===== src/rtl/mmc_pkg.sv =====
// mmc_pkg: shared definitions for the matmul sequencer.
//   iw(n)    : row/column index width, never below 1 bit
//   cw(n)    : result-RAM address width (holds i*n+j)
//   tag_w(n) : width of a {valid, i, j} tag travelling beside the tree
//   state_e  : controller states
package mmc_pkg;

  function automatic int iw(input int n);
    return (n <= 1) ? 1 : $clog2(n);
  endfunction

  function automatic int cw(input int n);
    return 2 * iw(n);
  endfunction

  // {valid, i, j}; valid is the MSB so a pipe can pick it out without knowing n.
  function automatic int tag_w(input int n);
    return 1 + 2 * iw(n);
  endfunction

  typedef enum logic [1:0] {
    IDLE  = 2'd0,
    ISSUE = 2'd1,
    DRAIN = 2'd2,
    DONE  = 2'd3
  } state_e;

endpackage


===== src/rtl/mmc_if.sv =====
// mmc_if: control, operand-RAM, tree and result-RAM signals of matmul_seq_ctrl.
//   master : the sequencer (drives enables, addresses, write port, busy/done)
//   slave  : the environment (drives start, returns tree_dout)
interface mmc_if #(
  parameter int N = 4,
  parameter int K = 8
);
  import mmc_pkg::*;

  localparam int IW = iw(N);
  localparam int CW = cw(N);
  localparam int DW = 2 * K + $clog2(N);

  logic          start;
  logic          busy;
  logic          done;
  logic          a_rd_en;
  logic [IW-1:0] a_addr;
  logic          b_rd_en;
  logic [IW-1:0] b_addr;
  logic [DW-1:0] tree_dout;
  logic          c_we;
  logic [CW-1:0] c_addr;
  logic [DW-1:0] c_wdata;

  modport master (
    input  start, tree_dout,
    output busy, done, a_rd_en, a_addr, b_rd_en, b_addr, c_we, c_addr, c_wdata
  );

  modport slave (
    output start, tree_dout,
    input  busy, done, a_rd_en, a_addr, b_rd_en, b_addr, c_we, c_addr, c_wdata
  );

endinterface


===== src/rtl/mmc_tag_pipe.sv =====
// mmc_tag_pipe: fixed-depth, never-stalling shift register of tags.
//   clk, rst : clock, async active-high reset (clears every stage)
//   tag_i    : tag entering stage 0 (valid bit is the MSB)
//   tag_o    : tag leaving the last stage
//   vld_o    : valid bit of every stage, index 0 = youngest
module mmc_tag_pipe #(
  parameter int W     = 5,
  parameter int DEPTH = 4
) (
  input  logic             clk,
  input  logic             rst,
  input  logic [W-1:0]     tag_i,
  output logic [W-1:0]     tag_o,
  output logic [DEPTH-1:0] vld_o
);

  logic [DEPTH-1:0][W-1:0] tag_q;

  always_ff @(posedge clk or posedge rst) begin
    if (rst) begin
      tag_q <= '0;
    end else begin
      tag_q[0] <= tag_i;
      for (int s = 1; s < DEPTH; s++) tag_q[s] <= tag_q[s-1];
    end
  end

  assign tag_o = tag_q[DEPTH-1];

  for (genvar s = 0; s < DEPTH; s++) begin : g_vld
    assign vld_o[s] = tag_q[s][W-1];
  end

endmodule


===== src/rtl/matmul_seq_ctrl.sv =====
// matmul_seq_ctrl: drives one shared multiply/add tree through C = A x B.
// Streams (row i, column j) read pairs in row-major order, one per cycle, and
// writes each tree result to address i*n+j once it emerges LAT cycles later.
//   clk, rst    : clock, async active-high reset
//   bus         : mmc_if.master (start/busy/done, A/B reads, tree_dout, C write)
//   perf_cycles : busy-cycle count of the last run (only with MMC_PERF_EN)
// Optional feature macro: MMC_PERF_EN.
module matmul_seq_ctrl
  import mmc_pkg::*;
#(
  parameter int N = 4,
  parameter int K = 8
) (
  input  logic        clk,
  input  logic        rst,
  mmc_if.master       bus
`ifdef MMC_PERF_EN
  ,
  output logic [31:0] perf_cycles
`endif
);

  localparam int IW    = iw(N);
  localparam int CW    = cw(N);
  localparam int TW    = tag_w(N);
  localparam int LAT   = $clog2(N) + 1;
  // One stage for the RAM read, LAT for the tree.
  localparam int DEPTH = 1 + LAT;

  typedef struct packed {
    logic          vld;
    logic [IW-1:0] i;
    logic [IW-1:0] j;
  } tag_t;

  state_e        state_q, state_d;
  logic [IW-1:0] i_q, i_d, j_q, j_d;
  logic          last_issue;
  tag_t          tag_in, tag_out;
  logic [DEPTH-1:0] pipe_vld;

  assign last_issue = (i_q == IW'(N-1)) && (j_q == IW'(N-1));

  always_ff @(posedge clk or posedge rst) begin
    if (rst) begin
      state_q <= IDLE;
      i_q     <= '0;
      j_q     <= '0;
    end else begin
      state_q <= state_d;
      i_q     <= i_d;
      j_q     <= j_d;
    end
  end

  always_comb begin
    state_d = state_q;
    i_d     = i_q;
    j_d     = j_q;
    case (state_q)
      IDLE: if (bus.start) begin
        state_d = ISSUE;
        i_d     = '0;
        j_d     = '0;
      end
      ISSUE: begin
        if (last_issue) begin
          state_d = DRAIN;
          i_d     = '0;
          j_d     = '0;
        end else if (j_q == IW'(N-1)) begin
          j_d = '0;
          i_d = i_q + IW'(1);
        end else begin
          j_d = j_q + IW'(1);
        end
      end
      // Leave once the final write is at the pipe output with nothing behind it.
      DRAIN: if (pipe_vld == {1'b1, {(DEPTH-1){1'b0}}}) state_d = DONE;
      DONE:  state_d = IDLE;
      default: state_d = IDLE;
    endcase
  end

  assign bus.a_rd_en = (state_q == ISSUE);
  assign bus.b_rd_en = (state_q == ISSUE);
  assign bus.a_addr  = i_q;
  assign bus.b_addr  = j_q;
  assign bus.busy    = (state_q == ISSUE) || (state_q == DRAIN);
  assign bus.done    = (state_q == DONE);

  assign tag_in = '{vld: (state_q == ISSUE), i: i_q, j: j_q};

  mmc_tag_pipe #(.W(TW), .DEPTH(DEPTH)) u_tag_pipe (
    .clk   (clk),
    .rst   (rst),
    .tag_i (tag_in),
    .tag_o (tag_out),
    .vld_o (pipe_vld)
  );

  // Write port is quiet (address and data zero) whenever no write is due.
  assign bus.c_we    = tag_out.vld;
  assign bus.c_addr  = tag_out.vld ? (CW'(tag_out.i) * CW'(N) + CW'(tag_out.j)) : '0;
  assign bus.c_wdata = tag_out.vld ? bus.tree_dout : '0;

`ifdef MMC_PERF_EN
  logic [31:0] perf_q;

  always_ff @(posedge clk or posedge rst) begin
    if (rst)                              perf_q <= '0;
    else if (state_q == IDLE && bus.start) perf_q <= '0;
    else if (bus.busy)                    perf_q <= perf_q + 32'd1;
  end

  assign perf_cycles = perf_q;
`endif

endmodule


===== src/flat_wrapper.sv =====
// flat-port wrapper written by rule: the top's interface ports become plain ports
module matmul_seq_ctrl_flat import mmc_pkg::*;
#(
  parameter int N = 4,
  parameter int K = 8
)
  (clk, rst, bus_start, bus_tree_dout, bus_busy, bus_done, bus_a_rd_en, bus_a_addr, bus_b_rd_en, bus_b_addr, bus_c_we, bus_c_addr, bus_c_wdata);
  mmc_if #(.N(N), .K(K)) bus_i ();
  input  logic clk;
  input  logic rst;
  input wire logic [$bits(bus_i.start)-1:0] bus_start;
  input wire logic [$bits(bus_i.tree_dout)-1:0] bus_tree_dout;
  output wire logic [$bits(bus_i.busy)-1:0] bus_busy;
  output wire logic [$bits(bus_i.done)-1:0] bus_done;
  output wire logic [$bits(bus_i.a_rd_en)-1:0] bus_a_rd_en;
  output wire logic [$bits(bus_i.a_addr)-1:0] bus_a_addr;
  output wire logic [$bits(bus_i.b_rd_en)-1:0] bus_b_rd_en;
  output wire logic [$bits(bus_i.b_addr)-1:0] bus_b_addr;
  output wire logic [$bits(bus_i.c_we)-1:0] bus_c_we;
  output wire logic [$bits(bus_i.c_addr)-1:0] bus_c_addr;
  output wire logic [$bits(bus_i.c_wdata)-1:0] bus_c_wdata;
  assign bus_i.start = bus_start;
  assign bus_i.tree_dout = bus_tree_dout;
  assign bus_busy = bus_i.busy;
  assign bus_done = bus_i.done;
  assign bus_a_rd_en = bus_i.a_rd_en;
  assign bus_a_addr = bus_i.a_addr;
  assign bus_b_rd_en = bus_i.b_rd_en;
  assign bus_b_addr = bus_i.b_addr;
  assign bus_c_we = bus_i.c_we;
  assign bus_c_addr = bus_i.c_addr;
  assign bus_c_wdata = bus_i.c_wdata;
  matmul_seq_ctrl #(.N(N), .K(K)) u_core (.clk(clk), .rst(rst), .bus(bus_i));
endmodule

===== config.mk =====
export PLATFORM = sky130hd
export DESIGN_NAME = matmul_seq_ctrl_flat
export DESIGN_NICKNAME = d
export VERILOG_FILES = /design/src/rtl/mmc_pkg.sv /design/src/rtl/mmc_if.sv /design/src/rtl/mmc_tag_pipe.sv /design/src/rtl/matmul_seq_ctrl.sv /design/src/flat_wrapper.sv
export SDC_FILE = /design/constraint.sdc
export NUM_CORES = 1
export LEC_CHECK = 0
export BUFFER_PORTS_ARGS = -buffer_cell sky130_fd_sc_hd__buf_2
export CAP_MARGIN = 20
export CORE_ASPECT_RATIO = 1.4
export CORE_MARGIN = 2
export CORE_UTILIZATION = 45
export DETAILED_ROUTE_END_ITERATION = 10
export GPL_TIMING_DRIVEN = 1
export PLACE_DENSITY_LB_ADDON = 0.05
export SKIP_CTS_REPAIR_TIMING = 1
export SYNTH_ARGS = -nofsm -noshare
export SYNTH_HDL_FRONTEND = slang
export SYNTH_SLANG_ARGS = --single-unit

===== constraint.sdc =====
create_clock -name clk -period 2.3 [get_ports clk]
set_clock_uncertainty 0.2 [all_clocks]
set_input_delay 0 -clock clk [delete_from_list [all_inputs] [get_ports clk]]
set_output_delay 0 -clock clk [all_outputs]
set_load 0.1 [all_outputs]

Word-level counts from Yosys, hierarchy flattened
Index checks and enable logic that the tools add are counted.
{"block": "classes", "reduce_logical": 7, "addsub": 3, "eq_ne": 10, "n_mux": 13}
{"op": "18-bit two-way mux", "n": 1}
{"op": "2-bit two-way mux", "n": 8}
{"op": "2-bit equality test, second input constant", "n": 4}
{"op": "2-bit case mux with 2 select lines", "n": 2}
{"op": "2-bit case mux with 4 select lines", "n": 1}
{"op": "3-bit AND reduction", "n": 2}
{"op": "2-bit by 1-bit adder with 2-bit output, second input constant", "n": 2}
{"op": "4-bit by 2-bit adder with 4-bit output", "n": 1}
{"op": "4-bit equality test, second input constant", "n": 1}
{"op": "4-bit two-way mux", "n": 1}
{"op": "2-bit by 1-bit inequality test with 1-bit output, second input constant", "n": 2}
{"op": "3-bit by 1-bit inequality test with 1-bit output, second input constant", "n": 1}
{"op": "2-bit by 1-bit equality test with 1-bit output, second input constant", "n": 1}
{"op": "2-bit logical NOT", "n": 1}
{"op": "2-bit inequality test, second input constant", "n": 1}
{"op": "2-bit AND reduction", "n": 1}
{"op": "2-bit nonzero test", "n": 1}
{"op": "1-bit logical AND", "n": 1}
{"op": "1-bit logical OR", "n": 1}
{"block": "totals", "out_inout_bits": 31, "word_cells": 40, "register_bits": 26, "input_bits": 21}

Longest topological paths before layout
Gate-level depths: netlist of run 1.
{"block": "depth", "word_depth": 4, "depth_mapped": 6, "depth_no_buf": 5}

Cells and area by module
From an unflattened synthesis of run 1, not the netlist that was laid out.
{"block": "hier_totals", "cells_unflattened": 93, "area_unflattened_um2": 1132.3}
{"mod": "mmc_tag_pipe", "cells_each": 30, "seq_area_each_um2": 500.5, "n_inst": 1, "area_each_um2": 571.8}
{"mod": "matmul_seq_ctrl", "cells_each": 63, "seq_area_each_um2": 150.1, "n_inst": 1, "area_each_um2": 560.5}

Worst setup path before layout of run 1
OpenSTA, ideal clock, no wires.
{"block": "synth_path", "kind": "reg-to-reg", "start": "register u_core.state_q[1]", "end": "register u_core.i_q[0], in the netlist u_core.bus.a_addr[0]", "synth_period_minus_slack_ps": 2398, "arrival_time_ps": 2127, "path_buffers": 1, "stages_incl_launch_ff": 7, "setup_slack_ps": -98, "setup_time_ps": 71, "t_required_ps": 2029, "path_cell_list": "dfrtp_1 -> inv_1 -> ha_1 -> clkbuf_1 -> nand3b_1 -> a211o_1 -> nand3_1"}
{"block": "synth_between", "elab_chain_len": 3, "elab_cells_between_ends": 7, "cone_classes": "eq/ne (3); mux (1); reduce/logical (3)"}
{"element": "start, declared", "line_no": "matmul_seq_ctrl.sv:36", "rtl": "state_e state_q, state_d;"}
{"element": "start signal, assigned", "line_no": "matmul_seq_ctrl.sv:50", "rtl": "state_q <= state_d;"}
{"element": "2-bit by 1-bit equality test with 1-bit output (*)"}
{"element": "via bus_a_rd_en", "line_no": "flat_wrapper.sv:15", "rtl": "output wire logic [$bits(bus_i.a_rd_en)-1:0] bus_a_rd_en;"}
{"element": "3-bit by 1-bit inequality test with 1-bit output (no line) or 2-bit nonzero test (tied branches)"}
{"element": "3-bit AND reduction (no line)"}
{"element": "end signal, assigned", "line_no": "matmul_seq_ctrl.sv:51", "rtl": "i_q <= i_d;"}
{"element": "end, declared", "line_no": "matmul_seq_ctrl.sv:37", "rtl": "logic [IW-1:0] i_q, i_d, j_q, j_d;"}
The timed path passes the listed nets; every way through them passes the cells marked *.
A chain may end at the register's enable or synchronous reset.

Worst setup path in the final report of run 1
{"block": "layout_path", "start": "register u_core.state_q[0]", "end": "register u_core.state_q[1]"}
{"block": "layout_between", "elab_chain_len": 3, "elab_cells_between_ends": 9, "cone_classes": "eq/ne (6); mux (1); reduce/logical (2)"}
{"element": "2-bit equality test, or another cell as far along", "line_no": "matmul_seq_ctrl.sv:60", "rtl": "case (state_q)"}
{"element": "2-bit by 1-bit inequality test with 1-bit output (no line) or 2-bit inequality test (tied branches)"}
{"element": "3-bit AND reduction (no line)"}
Several ways; a longest one is shown, not always the timed one.

==> results.py, run 1 <==
metrics = {
    "worst_hold_path": {
        "min_from": "u_core.u_tag_pipe.tag_q[3]",
        "whs_endpoint": "u_core.u_tag_pipe.tag_q[8]",
        "hp-class": "reg2reg",
        "holdPathStages": 0,
    },
    "floorplanning": {
        "dieArea_um2": 2930,
        "die_w_um": 46.3,
        "chipHeight_um": 63.2,
        "rows": 21,
        "core_area_um2": 2390,
        "io_pins": 52,
        "start_util_pct": 47.1,
    },
    "route": {
        "wl_um": 1850,
        "first_pass_iters": 2,
        "drcViolationCount": 0,
        "drtIter0Drc": 6,
        "wl_per_cell_um": 10.2,
        "routed_via_density": 4.65,
        "ant_nets": 0,
        "vias": 841,
    },
    "timing": {
        "hold_viol": 0,
        "setup_viol": 0,
        "finalSetupTns_ps": 0,
        "fmax_ghz": 0.520,
        "slew_headroom_pct": 40.7,
        "fin_crit_sh_pct": 83.6,
        "slew_violations": 0,
        "period_minus_slack_ps": 1920,
        "tightest_slew_ps": 888,
        "rsz0062_at_grt": "no",
    },
    "placement": {
        "gp_congestion": 0.734,
        "dpl.hpwl_um": 1490,
        "postPlaceCellArea_um2": 1420,
        "io_buffers": 51,
        "dp_cells": 175,
    },
    "cts": {
        "cts_buffers": 3,
        "clockRootBuffer": "clkbuf_4",
        "tritoncts": "yes",
        "cts_buffer_depth": 2,
        "clkLatencyLatePin_ps": 310,
        "cts.htree.levels": 1,
        "cts.sinks": 26,
        "clk_pin_slew_ps": 120,
    },
    "status": {
        "status": "complete, no violations",
    },
    "grt": {
        "grt_pass1_vias": 771,
        "grt_max_degree": 27,
        "grt_util_all_layers_pct": 14.4,
        "grt_pass1_wl_um": 3130,
        "antenna_found_initial": 0,
        "globalRouteOverflowTotal": 0,
    },
    "final_layout": {
        "diodes": 0,
        "final_area_um2": 1490,
        "layout_common_cells": "51 x buf_2, 23 x dfrtp_1, 22 x and2_1",
        "final_common_cell": "buf_2",
        "nFillCells": 190,
        "final_cells": 181,
        "drive_above_1_share_pct": 42.2,
        "fin_util_pct": 62.4,
        "final_nets": 177,
        "areaGrowthSynthToFinish_pct": 32.4,
    },
    "synth": {
        "ys_warn_count": 0,
        "netlist_instances": 93,
        "ys_seq_area_share_pct": 57.7,
        "syn_area_um2": 1130,
        "syn_avg_cell_area_um2": 12.1,
        "ys_seq_elements": 26,
        "yosysUniqueCellTypes": 25,
        "syn_nets": 122,
    },
    "worst_setup_path": {
        "regToRegEndpoint": "u_core.state_q[1]",
        "crit_path_start_kind": "register",
        "rrSetupSlack_ps": 380,
        "cp_max_fo": 8,
        "cp.required_ps": 2300,
        "cp-end-kind": "register",
        "crit_type": "reg2reg",
        "arrival_ps": 1920,
        "r2r_start": "u_core.state_q[0]",
        "r2r_cells": 5,
    },
    "run": {
        "drv_cap": 0,
    },
}
## worst max path at each step
stage | slack, ps | to | start
global route | 280 | u_core.state_q[1] | u_core.state_q[0]
finish | 380 | u_core.state_q[1] | u_core.state_q[0]
global placement | 430 | u_core.state_q[1] | u_core.state_q[0]
CTS | 360 | u_core.state_q[1] | u_core.state_q[0]
floorplan | 20 | u_core.state_q[1] | u_core.bus.a_addr[0]
detailed placement | 380 | u_core.state_q[1] | u_core.state_q[0]
## through the flow
stage	setup slack (ps)	hold WS (ps)
2_1_floorplan	17.0	-160
3_3_place_gp	425	16.9
3_5_place_dp	379	42.0
4_1_cts	363	-316
5_1_grt	275	181
6_report	376	163
## cell usage after synthesis
cell type | number | share of area (%)
clkbuf_1 | 3 | 1.0
dfrtp_1 | 26 | 58
nand4_1 | 1 | 0.56
ha_1 | 8 | 8.9
a2bb2oi_1 | 2 | 1.6
nand2b_1 | 1 | 0.56
o21ai_0 | 1 | 0.44
a211o_1 | 1 | 0.78
mux2_1 | 1 | 1.0
nor2b_1 | 2 | 1.1
nand3b_1 | 1 | 0.67
a32oi_1 | 2 | 1.6
nand3_1 | 4 | 1.8
nand2_1 | 3 | 1.0
or4b_1 | 1 | 0.89
a221oi_2 | 1 | 1.3
a21o_1 | 1 | 0.67
mux2i_1 | 2 | 1.8
nor2_1 | 2 | 0.67
nor3_1 | 1 | 0.44
buf_4 | 1 | 0.67
inv_1 | 3 | 1.0
o21ai_1 | 2 | 0.89
and2_1 | 22 | 12
a21bo_2 | 1 | 0.89
## registers in the layout, summed over array words and instances, names as in the netlist
register	count
u_core.state_q	2
u_core.bus.b_addr	2
u_core.u_tag_pipe.tag_q	12
u_core.u_tag_pipe.tag_o	5
u_core.u_tag_pipe.vld_o	3
u_core.bus.a_addr	2
## cells by family after synthesis
| group | after synthesis | synth area share, % |
|---|---|---|
| AO/OA/AOI/OAI | 11 | 8.10 |
| adder cells (fa/ha/maj) | 8 | 8.88 |
| buffers and inverters | 7 | 2.66 |
| flip-flops | 26 | 57.7 |
| multiplexers | 3 | 2.77 |
| AND/OR/NAND/NOR | 38 | 19.9 |
## cell type report
class	count	area [um^2]	area share (%)
sequential	26	654	43.8
multi-input combinational	60	449	30.1
timing repair buffer	54	283	18.9
tap	34	42.5	2.85
clock inverter	1	30.0	2.01
clock buffer	3	22.5	1.51
inverter	3	11.3	0.754
## worst max-delay path, cell delays in order (launching register included)
cell and delay [ps]:
dfrtp_1 440, inv_1 120, ha_1 300, nor2b_1 360, a221oi_2 80, mux2_1 320
## routing by layer
metal | track usage [%] | up-vias | wire, um
li1 | - | 419 | -
met1 | 16.7 | 383 | 788
met2 | 24.5 | 37 | 904
met3 | 1.72 | 2 | 141
met4 | 7.50 | 0 | 18
met5 | 0 | - | 0
Power of run 1 is left out: the tool's default activity adds up to more than one toggle a clock period on the data nets, which glitch-free logic cannot reach.
==> run 2: changes to the inputs <==
CORE_UTILIZATION = 41   (was 45)
clock period = 1.73 ns   (was 2.3 ns; I/O delays follow)
==> run 2 against run 1 <==
Compared with the run above:
- the run now ends with negative setup slack left
- core utilization increased by 3.1 points
- first-iteration DRC count fell by 17%
- sequential share of layout area is 5.3 points lower
- final cell count rose by 6.6%
- wire length is 23% higher
- non-clock buffer count increased by 10
- clock-buffer cell count grew 1
- setup slack got worse by 530 ps
- maximum frequency increased by 2.4%
- sequential cell count unchanged
==> results.py, run 2 (synthesis results as in run 1) <==
metrics = {
    "status": {
        "status": "complete, but fails checks",
        "violations": "negative setup slack",
    },
    "timing": {
        "fin_crit_sh_pct": 109,
        "slew_violations": 0,
        "holdWs_ps": 61.9,
        "fmax_ghz": 0.532,
        "hold_viol": 0,
        "slew_headroom_pct": 67.9,
        "finalSetupTns_ps": -149,
        "rsz0062_at_grt": "yes",
        "period_minus_slack_ps": 1880,
        "tightest_slew_ps": 485,
        "final.setup.worst_slack_ps": -149,
        "setup_viol": 1,
    },
    "floorplanning": {
        "start_util_pct": 43.1,
        "io_pins": 52,
        "chipHeight_um": 66.0,
        "dieArea_um2": 3190,
        "core_area_um2": 2620,
        "rows": 22,
        "die_w_um": 48.3,
    },
    "cts": {
        "cts.htree.levels": 1,
        "cts_buffer_depth": 2,
        "clkLatencyLatePin_ps": 310,
        "clk_pin_slew_ps": 130,
        "cts.sinks": 26,
        "clockRootBuffer": "clkbuf_4",
        "cts_buffers": 3,
        "tritoncts": "yes",
    },
    "final_layout": {
        "final_cells": 193,
        "top_register": "u_core.u_tag_pipe.tag_q",
        "diodes": 0,
        "areaGrowthSynthToFinish_pct": 51.9,
        "final_common_cell": "buf_2",
        "layout_common_cells": "26 x buf_2, 25 x clkbuf_4, 21 x dfrtp_1",
        "final_nets": 187,
        "largest_reg_flops": 12,
        "drive_above_1_share_pct": 61.8,
    },
    "placement": {
        "dpl.hpwl_um": 1590,
        "io_buffers": 51,
        "gp_congestion": 0.721,
        "dp_cells": 186,
    },
    "grt": {
        "grt_pass1_vias": 770,
        "grt_pass1_wl_um": 3340,
        "grt_max_degree": 27,
        "grt_util_all_layers_pct": 13.3,
        "globalRouteOverflowTotal": 0,
        "antenna_found_initial": 0,
    },
    "worst_setup_path": {
        "cp-end-kind": "register",
        "cp.required_ps": 1730,
        "arrival_ps": 1880,
        "cp_max_fo": 2,
        "crit_path_start_kind": "register",
        "crit_type": "reg2reg",
    },
    "route": {
        "drcViolationCount": 0,
        "routed_via_density": 4.60,
        "wl_per_cell_um": 11.8,
        "ant_nets": 0,
        "vias": 888,
        "first_pass_iters": 4,
        "drtIter0Drc": 5,
        "wl_um": 2280,
    },
    "worst_hold_path": {
        "hp-class": "in2async",
    },
    "run": {
        "drv_cap": 0,
    },
}
-- run 2: changes by cell type in the layout (fill, tap and decap cells not counted), moves of 2 or more --
| cell | before | now |
|---|---|---|
| buf_12 | 0 | 3 |
| clkbuf_4 | 3 | 25 |
| buf_2 | 51 | 26 |
| dfrtp_1 | 23 | 21 |
| and2_1 | 22 | 2 |
| and2_2 | 0 | 20 |
| buf_4 | 1 | 11 |
-- run 2: path summary, 6_finish.rpt --
kind / from / end / slack (ps) / cells after the start
max: u_core.u_tag_pipe.vld_o[0] / u_core.state_q[1] / -150 / 3
min: rst / u_core.bus.b_addr[0] / 60 / 4
max reg2reg: u_core.u_tag_pipe.vld_o[0] / u_core.state_q[1] / -150 / 3
min reg2reg: u_core.u_tag_pipe.tag_q[8] / u_core.u_tag_pipe.tag_q[13] / 160 / 0
max in group asynchronous: rst / u_core.u_tag_pipe.tag_o[4] / 1000 / 4
min in group clk: u_core.u_tag_pipe.tag_q[8] / u_core.u_tag_pipe.tag_q[13] / 160 / 0
-- run 2: area by class of cell --
type                            instances  area, um^2
Clock buffer                            4        36.3
Sequential cell                        26         659
Timing Repair Buffer                   64         458
Multi-Input combinational cell         60         503
Inverter                                3        11.3
Tap cell                               36        45.0
Fill cell                             193         902
-- run 2: metrics by stage --
step	worst slack, ps	util (%)	instance area, um^2
after global routing	-207	65.5	1710
after global placement	-112	60.2	1580
after CTS	-162	61.6	1610
after floorplan	-274	-	1180
final	-149	65.5	1710
after detailed placement	-132	60.2	1580
-- run 2: per-layer routing --
metal / global-route usage, % / up-vias / part of all wire [%]
li1: - / 440 / -
met1: 15.2 / 413 / 41
met2: 23.6 / 33 / 51
met3: 2.94 / 2 / 6.4
met4: 6.43 / 0 / 1.2
met5: 0 / - / 0
-- run 2: critical path: stages (launching register included) --
cell	delay (ps)
dfrtp_1	400
or4b_4	550
a221oi_4	300
mux2_4	320
Power of run 2 is left out for the same reason.
